===== src/rtl/alu_pkg.sv =====
// Opcode encodings and FSM state type shared by the sequential ALU and its sub-blocks.
package alu_pkg;

    localparam logic [4:0] Add  = 5'b00000;
    localparam logic [4:0] Sub  = 5'b00001;
    localparam logic [4:0] And  = 5'b00010;
    localparam logic [4:0] Or   = 5'b00011;
    localparam logic [4:0] Shr  = 5'b00100;
    localparam logic [4:0] Shra = 5'b00101;
    localparam logic [4:0] Shl  = 5'b00110;
    localparam logic [4:0] Ror  = 5'b00111;
    localparam logic [4:0] Rol  = 5'b01000;
    localparam logic [4:0] Div  = 5'b01100;
    localparam logic [4:0] Mul  = 5'b01101;
    localparam logic [4:0] Neg  = 5'b01110;
    localparam logic [4:0] Not  = 5'b01111;

    typedef enum logic [1:0] {
        StIdle,
        StRun,
        StFix,
        StDone
    } state_t;

    function automatic logic is_multi_cycle(input logic [4:0] op);
        return (op == Mul) || (op == Div);
    endfunction

endpackage


===== src/rtl/seq_muldiv_core.sv =====
// Iterative signed multiply (radix-2 Booth) and signed divide (restoring on magnitudes)
// with its own step counter; result is combinational from the iteration registers.
module seq_muldiv_core #(
    parameter int unsigned WIDTH = 32
) (
    input  logic                 clk,
    input  logic                 clr,
    input  logic                 load,
    input  logic                 step,
    input  logic                 is_div,
    input  logic [WIDTH-1:0]     a,
    input  logic [WIDTH-1:0]     b,
    output logic                 last,
    output logic [2*WIDTH-1:0]   result,
    output logic                 dbz
);

    localparam int unsigned CW = $clog2(WIDTH + 1);

    logic [WIDTH:0]   acc_q, acc_d;
    logic [WIDTH-1:0] mq_q, mq_d;
    logic             qm1_q, qm1_d;
    logic [WIDTH-1:0] m_q;
    logic [WIDTH-1:0] a_q;
    logic             sa_q, sb_q, div_q, dbz_q;
    logic [CW-1:0]    cnt_q;

    logic [WIDTH-1:0] a_abs, b_abs;
    logic [WIDTH:0]   m_ext, booth_sum, shifted, trial;
    logic             ge;
    logic [WIDTH-1:0] quo_fix, rem_fix;

    assign a_abs = a[WIDTH-1] ? -a : a;
    assign b_abs = b[WIDTH-1] ? -b : b;
    assign m_ext = {m_q[WIDTH-1], m_q};

    always_comb begin
        unique case ({mq_q[0], qm1_q})
            2'b01:   booth_sum = acc_q + m_ext;
            2'b10:   booth_sum = acc_q - m_ext;
            default: booth_sum = acc_q;
        endcase
    end

    // Restoring step: bring in next dividend bit, subtract divisor only if it fits.
    assign shifted = {acc_q[WIDTH-1:0], mq_q[WIDTH-1]};
    assign trial   = shifted - {1'b0, m_q};
    assign ge      = shifted >= {1'b0, m_q};

    always_comb begin
        acc_d = acc_q;
        mq_d  = mq_q;
        qm1_d = qm1_q;
        if (div_q) begin
            acc_d = ge ? trial : shifted;
            mq_d  = {mq_q[WIDTH-2:0], ge};
        end else begin
            {acc_d, mq_d, qm1_d} = {booth_sum[WIDTH], booth_sum, mq_q};
        end
    end

    always_ff @(posedge clk) begin
        if (clr) begin
            acc_q <= '0;
            mq_q  <= '0;
            qm1_q <= 1'b0;
            m_q   <= '0;
            a_q   <= '0;
            sa_q  <= 1'b0;
            sb_q  <= 1'b0;
            div_q <= 1'b0;
            dbz_q <= 1'b0;
            cnt_q <= '0;
        end else if (load) begin
            acc_q <= '0;
            mq_q  <= is_div ? a_abs : b;
            qm1_q <= 1'b0;
            m_q   <= is_div ? b_abs : a;
            a_q   <= a;
            sa_q  <= a[WIDTH-1];
            sb_q  <= b[WIDTH-1];
            div_q <= is_div;
            dbz_q <= is_div && (b == '0);
            cnt_q <= CW'(WIDTH);
        end else if (step) begin
            acc_q <= acc_d;
            mq_q  <= mq_d;
            qm1_q <= qm1_d;
            cnt_q <= cnt_q - CW'(1);
        end
    end

    assign last    = (cnt_q == CW'(1));
    assign quo_fix = (sa_q ^ sb_q) ? -mq_q : mq_q;
    assign rem_fix = sa_q ? -acc_q[WIDTH-1:0] : acc_q[WIDTH-1:0];
    assign dbz     = dbz_q;

    always_comb begin
        if (dbz_q) begin
            result = {a_q, {WIDTH{1'b1}}};
        end else if (div_q) begin
            result = {rem_fix, quo_fix};
        end else begin
            result = {acc_q[WIDTH-1:0], mq_q};
        end
    end

endmodule


===== src/rtl/seq_alu.sv =====
// Registered ALU with start/busy/done handshake; single-cycle ops complete in one clock,
// Mul/Div iterate in seq_muldiv_core.
module seq_alu
    import alu_pkg::*;
#(
    parameter int unsigned WIDTH = 32,
    parameter int unsigned SHW   = $clog2(WIDTH)
) (
    input  logic                 clk,
    input  logic                 clr,
    input  logic                 start,
    input  logic [4:0]           opcode,
    input  logic [WIDTH-1:0]     Ra,
    input  logic [WIDTH-1:0]     Rb,
    output logic [2*WIDTH-1:0]   Rc,
    output logic                 busy,
    output logic                 done,
    output logic                 div_by_zero,
    output logic                 illegal_op
);

    state_t             state_q, state_d;
    logic [2*WIDTH-1:0] rc_q, rc_d;
    logic               dbz_q, dbz_d;
    logic               ill_q, ill_d;

    logic               load;
    logic               core_last;
    logic               core_dbz;
    logic [2*WIDTH-1:0] core_result;

    logic [SHW-1:0]     shamt;
    logic [WIDTH-1:0]   sc_res;
    logic               sc_ill;

    assign shamt = Rb[SHW-1:0];

    always_comb begin
        sc_res = '0;
        sc_ill = 1'b0;
        case (opcode)
            Add:     sc_res = Ra + Rb;
            Sub:     sc_res = Ra - Rb;
            And:     sc_res = Ra & Rb;
            Or:      sc_res = Ra | Rb;
            Shr:     sc_res = Ra >> shamt;
            Shra:    sc_res = $signed(Ra) >>> shamt;
            Shl:     sc_res = Ra << shamt;
            Ror:     sc_res = (Ra >> shamt) | (Ra << (WIDTH - shamt));
            Rol:     sc_res = (Ra << shamt) | (Ra >> (WIDTH - shamt));
            Neg:     sc_res = -Ra;
            Not:     sc_res = ~Ra;
            default: sc_ill = 1'b1;
        endcase
    end

    always_comb begin
        state_d = state_q;
        rc_d    = rc_q;
        dbz_d   = dbz_q;
        ill_d   = ill_q;
        load    = 1'b0;
        unique case (state_q)
            StIdle, StDone: begin
                state_d = StIdle;
                if (start) begin
                    dbz_d = 1'b0;
                    ill_d = 1'b0;
                    if (is_multi_cycle(opcode)) begin
                        load    = 1'b1;
                        state_d = StRun;
                    end else begin
                        rc_d    = {{WIDTH{1'b0}}, sc_res};
                        ill_d   = sc_ill;
                        state_d = StDone;
                    end
                end
            end
            StRun: begin
                if (core_last) state_d = StFix;
            end
            StFix: begin
                rc_d    = core_result;
                dbz_d   = core_dbz;
                state_d = StDone;
            end
            default: state_d = StIdle;
        endcase
    end

    always_ff @(posedge clk) begin
        if (clr) begin
            state_q <= StIdle;
            rc_q    <= '0;
            dbz_q   <= 1'b0;
            ill_q   <= 1'b0;
        end else begin
            state_q <= state_d;
            rc_q    <= rc_d;
            dbz_q   <= dbz_d;
            ill_q   <= ill_d;
        end
    end

    seq_muldiv_core #(
        .WIDTH (WIDTH)
    ) u_core (
        .clk    (clk),
        .clr    (clr),
        .load   (load),
        .step   (state_q == StRun),
        .is_div (opcode == Div),
        .a      (Ra),
        .b      (Rb),
        .last   (core_last),
        .result (core_result),
        .dbz    (core_dbz)
    );

    assign Rc          = rc_q;
    assign busy        = (state_q == StRun) || (state_q == StFix);
    assign done        = (state_q == StDone);
    assign div_by_zero = dbz_q;
    assign illegal_op  = ill_q;

endmodule

===== config.mk =====
export PLATFORM = sky130hd
export DESIGN_NAME = seq_alu
export DESIGN_NICKNAME = d
export VERILOG_FILES = /design/src/rtl/alu_pkg.sv /design/src/rtl/seq_muldiv_core.sv /design/src/rtl/seq_alu.sv
export SDC_FILE = /design/constraint.sdc
export NUM_CORES = 2
export LEC_CHECK = 0
export ABC_AREA = 1
export CORE_MARGIN = 2
export CORE_UTILIZATION = 45
export CTS_CLUSTER_DIAMETER = 30
export DETAILED_ROUTE_END_ITERATION = 10
export GPL_TIMING_DRIVEN = 0
export PLACE_DENSITY = 0.59
export REMOVE_ABC_BUFFERS = 1
export SLEW_MARGIN = 10
export SYNTH_ARGS = -nofsm -noshare
export SYNTH_HDL_FRONTEND = slang
export SYNTH_SLANG_ARGS = --single-unit

===== constraint.sdc =====
create_clock -name clk -period 6.8 [get_ports clk]
set_input_delay 2.04 -clock clk [delete_from_list [all_inputs] [get_ports clk]]
set_output_delay 2.04 -clock clk [all_outputs]
set_load 0.02 [all_outputs]

**Word level (Yosys, flattened, before mapping)**

Index checks and enable logic that the tools add are counted.

- Input bits: 72
- Register bits: 208
- Output and inout bits: 68
- Logic and storage cells: 106

- Order comparisons: 1
- Reductions and logical operators: 15
- Shift-type cells: 5
- Bitwise logic cells: 7
- Add/subtract/negate cells: 11
- Equality and inequality tests: 21
- Mux-type cells: 31

Operators by type and width:

| cell | count |
|---|---|
| $pmux 32 s11 | 1 |
| $mux 32 | 9 |
| $mux 64 | 4 |
| $neg 32->32 | 4 |
| $pmux 64 s2 | 1 |
| $or 32x32->32 | 3 |
| $mux 33 | 2 |
| $pmux 33 s2 | 1 |
| $add 33x33->33 | 1 |
| $ge 33x32->1 | 1 |
| $sub 33x32->33 | 1 |
| $sub 33x33->33 | 1 |
| $add 32x32->32 | 1 |
| $and 32x32->32 | 1 |
| $logic_not 32->1 | 1 |
| $not 32->32 | 1 |
| $shl 32x32->32 | 1 |
| $shl 32x5->32 | 1 |
| $shr 32x32->32 | 1 |
| $shr 32x5->32 | 1 |
| $sshr 32x5->32 | 1 |
| $sub 32x32->32 | 1 |
| $eq 5x4->1 const B | 5 |
| $eq 5x3->1 const B | 4 |
| other kinds (24) | 43 |

**Longest topological paths before layout**

- Depth in word-level cells: 7
- Depth in mapped cells: 29
- Gate-level depth less buffers: 27

**Hierarchy**

A second synthesis with hierarchy kept.

- Cells, all modules: 5718
- Area total of the unflattened synthesis: 30583.1 um2

By module, submodules not included:

| module | cells each | seq. area each (um2) | area an instance (um2) | times used |
|---|---|---|---|---|
| seq_alu | 3071 | 1361.3 | 15346.0 | 1 |
| seq_muldiv_core | 2647 | 2782.7 | 15237.1 | 1 |

**Worst setup path after synthesis**

Ideal clock, no wire load.

- Path kind: input to register
- From: in Rb[1]
- To: reg rc_q[29] (netlist: Rc[29])
- Required time: 6730 ps
- Path slack: 1370 ps
- Cell stages on the path: 28
- Data arrival time: 5360 ps
- Buffers on the path: 4
- Setup time: 70 ps
- Cells stage by stage: buf_2 clkinv_1 buf_2 buf_1 ha_1 buf_2 nand3_1 nor2_1 nand2_1 nor2_1 nand2_1 nor2_1 nand2_1 xor2_1 nand2_1 o21ai_0 ha_1 a21oi_1 o21ai_0 a21oi_1 nor2_1 nor2_1 nand2_1 nand2_1 nand3_1 nand3_1 nand2_1 a21oi_1

- Cells in the longest elaborated chain, start to end: 7
- Elaborated cells on any way between the ends: 14
- Those cells by class: 3 x add/sub; 5 x shift; 4 x mux; 2 x bitwise

Ends and longest elaborated chain:

| element | line | text |
|---|---|---|
| start, declared | seq_alu.sv:14 | `input logic [WIDTH-1:0] Rb,` |
| $sub 6x5->7 | seq_alu.sv:49, seq_alu.sv:50 |  |
| $shr 32x32->32 / $shl 32x32->32 (equally long branches) | seq_alu.sv:50, seq_alu.sv:49 |  |
| $or 32x32->32 (on tied branches) | seq_alu.sv:50, seq_alu.sv:49 |  |
| $pmux 32 s11 * | seq_alu.sv:41 | `case (opcode)` |
| $mux 64 * | seq_alu.sv:69 | `if (is_multi_cycle(opcode)) begin` |
| $mux 64 * | seq_alu.sv:66 | `if (start) begin` |
| $pmux 64 s2 * | seq_alu.sv:63 | `unique case (state_q)` |
| end signal, assigned | seq_alu.sv:99 | `rc_q <= rc_d;` |
| end, declared | seq_alu.sv:23 | `logic [2*WIDTH-1:0] rc_q, rc_d;` |

Mark *: on every way between the ends. The rest lies on a longest branch, timed or not. The select of a mux whose other input is x is not followed.
A chain may end at the register's enable or synchronous reset.

**Worst setup path after layout**

- From: in Rb[0]
- To: reg rc_q[21] (netlist: Rc[21])

The elaborated chain is that of the path after synthesis.

==> impl_metrics.yaml <==
logic_synthesis:
  synth_top_flop_cell: "dfxtp_1"
  yosysUniqueCellTypes: 55
  synth_compound_area_share_pct: 22.2
  synthAdderAreaFrac_pct: 4.93
  synth_common_cells: "1512 x nand2_1, 819 x nand3_1, 538 x nor2_1"
  async_reset_ff_share_pct: 0
  ys_ff_latch: 207
  synth-xor-area-share_pct: 3.36
  muxShareOfSynthArea_pct: 0
  syn_area_per_cell_um2: 5.34
  synth_most_common_cell: "nand2_1"
  synth_edf_count: 0
  synth_top_family_by_area: "simple AND/OR/NAND/NOR gates"
  ys_seq_area_share_pct: 14.1
  synth_area_leaders: "nand2_1 19%, dfxtp_1 14%, nand3_1 14%"
  yosysWarnings: 0
  postSynthCellCount: 5502
  synth.cell_area_um2: 29400
  synth_top_area_share_pct: 19.3
  synth-simple-area-share_pct: 44.9
  synth_area_leader_cell: "nand2_1"
die:
  dieArea_um2: 67400
  rows: 93
  die_w_um: 260
  start_util_pct: 45.5
  die_y_um: 260
  io_pins: 140
  core_um2: 64600
global_routing:
  grt_pass1_vias: 36300
  grt_first_pass_wirelength_um: 236000
  grt_usage_pct: 46.8
  grt_antenna_before_repair: 9
  grt_max_degree: 84
  gr-total-overflow: 0
clock_tree:
  numCtsBuffers: 52
  cts_setup_buffers: 0
  htree_levels: 2
  clockRootBuffer: "clkbuf_16"
  cts_tree: "built"
  cts_buffer_depth: 3
  cts_hold_buf: 0
  clk_latency_ns: 0.59
  clk_pin_slew_ns: 0.05
  clock_sink_count: 207
timing:
  skew_ns: 0.0218
  hold_ws_ns: 0.455
  report.final.slew_viol_count: 0
  grt_setup_unrepaired: "no"
  relSlewSlack_pct: 10.3
  period_minus_slack_ns: 6.67
  finalCritPeriodShare_pct: 98.1
  setup_ws_ns: 0.130
  worst_pin_slew_ns: 1.34
  fmax_mhz: 150
  final_hold_viol_count: 0
  finalSetupViolCount: 0
placement:
  hpwl_um: 123000
  pre_cts_ws_ns: -0.206
  place_congestion: 1.08
  port_buffers: 139
  placed_cell_area_um2: 31300
finish:
  drive_gt1_share_pct: 4.19
  final_area_um2: 33000
  nets: 5607
  syn_to_final_growth_pct: 12.4
  post-route-util_pct: 51.2
  fillers: 7202
route:
  drc: 0
  vias: 39700
  vias_per_cell: 6.28
  ant_nets: 0
  dr.pass1.iters: 6
  drtIter0Drc: 5295
  avgRoutedWirePerCell_um: 25.8
  drt_wl_total_um: 163000
power:
  peakVddDrop_mv: 0.204
  leakage_nw: 15.2
  powerDensity_nw_per_um2: 367
worst_setup_path:
  crit_path_end_kind: "register"
  crit_required_ns: 7.27
  reg2reg_slack_ns: 1.72
  worstSetupPathType: "primary input to register"
  crit_arrival_ns: 7.13
  start_kind: "primary input"
  worst-path-max-fanout: 69
worst_hold_path:
  hold_path_class: "register to register"
run:
  drv_cap: 0
outcome:
  status: "finished clean"
==> layout by cell type, fill, tap and decap left out, drive strengths merged, types with 22 or more instances in the layout <==
| cell | n |
|---|---|
| o21ai | 494 |
| dfxtp | 207 |
| o211ai | 73 |
| a21oi | 520 |
| xor2 | 97 |
| inv | 461 |
| buf | 45 |
| nor3 | 59 |
| nand3 | 822 |
| nand4 | 81 |
| clkbuf | 62 |
| a211oi | 22 |
| nor2 | 553 |
| nand2 | 1519 |
| clkdlybuf4s50 | 126 |
| ha | 111 |
| clkinv | 29 |
==> cell type report <==
| class | count | area (um^2) | area share (%) |
|---|---|---|---|
| sequential | 207 | 4150 | 12.6 |
| tap | 855 | 1070 | 3.24 |
| clock buffer | 61 | 1390 | 4.19 |
| clock inverter | 35 | 398 | 1.20 |
| timing repair buffer | 172 | 2010 | 6.07 |
| antenna | 5 | 12.5 | 0.0379 |
| inverter | 470 | 1790 | 5.42 |
| multi-input combinational | 4518 | 22200 | 67.3 |
==> layer usage <==
metal / vias up / share of wire (%) / track usage, %
met4: 8 / 11 / 42.0
met3: 700 / 9.9 / 10.4
met2: 2491 / 43 / 73.5
met1: 18100 / 36 / 53.4
li1: 18400 / - / -
met5: - / 0.034 / 0
==> logic make-up (layout without fill, tap and decap cells) <==
kind of cell	Yosys count	after routing
buffers and inverters	777	738
AOI/OAI and AO/OA	1206	1206
adders and majority gates	114	114
other	0	5
xor gates and xnor gates	112	112
and+or+nand+nor	3086	3086
DFF	207	207
==> power breakdown <==
part           internal (W)  total [W]  switching, W
clock network       0.00165    0.00248      0.000833
registers           0.00147    0.00184      0.000371
logic               0.00241    0.00779       0.00539
==> worst paths after layout <==
check | startpoint | end | cells after the start
max reg2reg | u_core.mq_q[0]$_SDFFE_PP0P_ | u_core.acc_q[29]$_SDFFE_PP0P_ | 19
max | Rb[0] | Rc[21]$_SDFFE_PP0P_ | 17
min | u_core.a_q[30]$_SDFFE_PP0P_ | u_core.a_q[30]$_SDFFE_PP0P_ | 2
min reg2reg | u_core.a_q[30]$_SDFFE_PP0P_ | u_core.a_q[30]$_SDFFE_PP0P_ | 2
==> registers in the layout, summed over array words and instances, names as in the netlist <==
register,flops
u_core.qm1_q,1
u_core.div_q,1
div_by_zero,1
u_core.sa_q,1
illegal_op,1
u_core.m_q,32
u_core.cnt_q,6
u_core.dbz,1
Rc,64
u_core.mq_q,32
u_core.sb_q,1
u_core.a_q,31
state_q,2
u_core.acc_q,33
==> critical path, stage by stage <==
cell      delay (ns)
buf_4           0.71
inv_6           0.41
ha_4            0.93
clkinv_2        0.72
buf_12          0.38
nand2_1         0.11
nand3_1         0.11
nand2_1         0.12
nand2_1         0.06
nand3_1         0.08
nand2_1         0.10
nand2_1         0.07
nand2_1         0.05
nor2_1          0.42
nand3_1         0.41
nand2_1         0.15
a21oi_1         0.07
==> through the flow <==
step | instances | TNS [ns] | power (W)
after floorplan | 5195 | -16.80 | 0.00678
after global placement | 6189 | -585.01 | 0.00934
after detailed placement | 6222 | -0.861 | 0.00939
after CTS | 6318 | 0 | 0.0119
after global routing | 6318 | 0 | 0.0130
final | 6323 | 0 | 0.0121
==> what timing repair did <==
action / 4_1_cts / 5_1_grt
setup endpoints to repair: 0 / 1
gates resized for setup: 0 / 2
hold endpoints to repair: 0 / 0
Power figures use the tool's default switching activity.
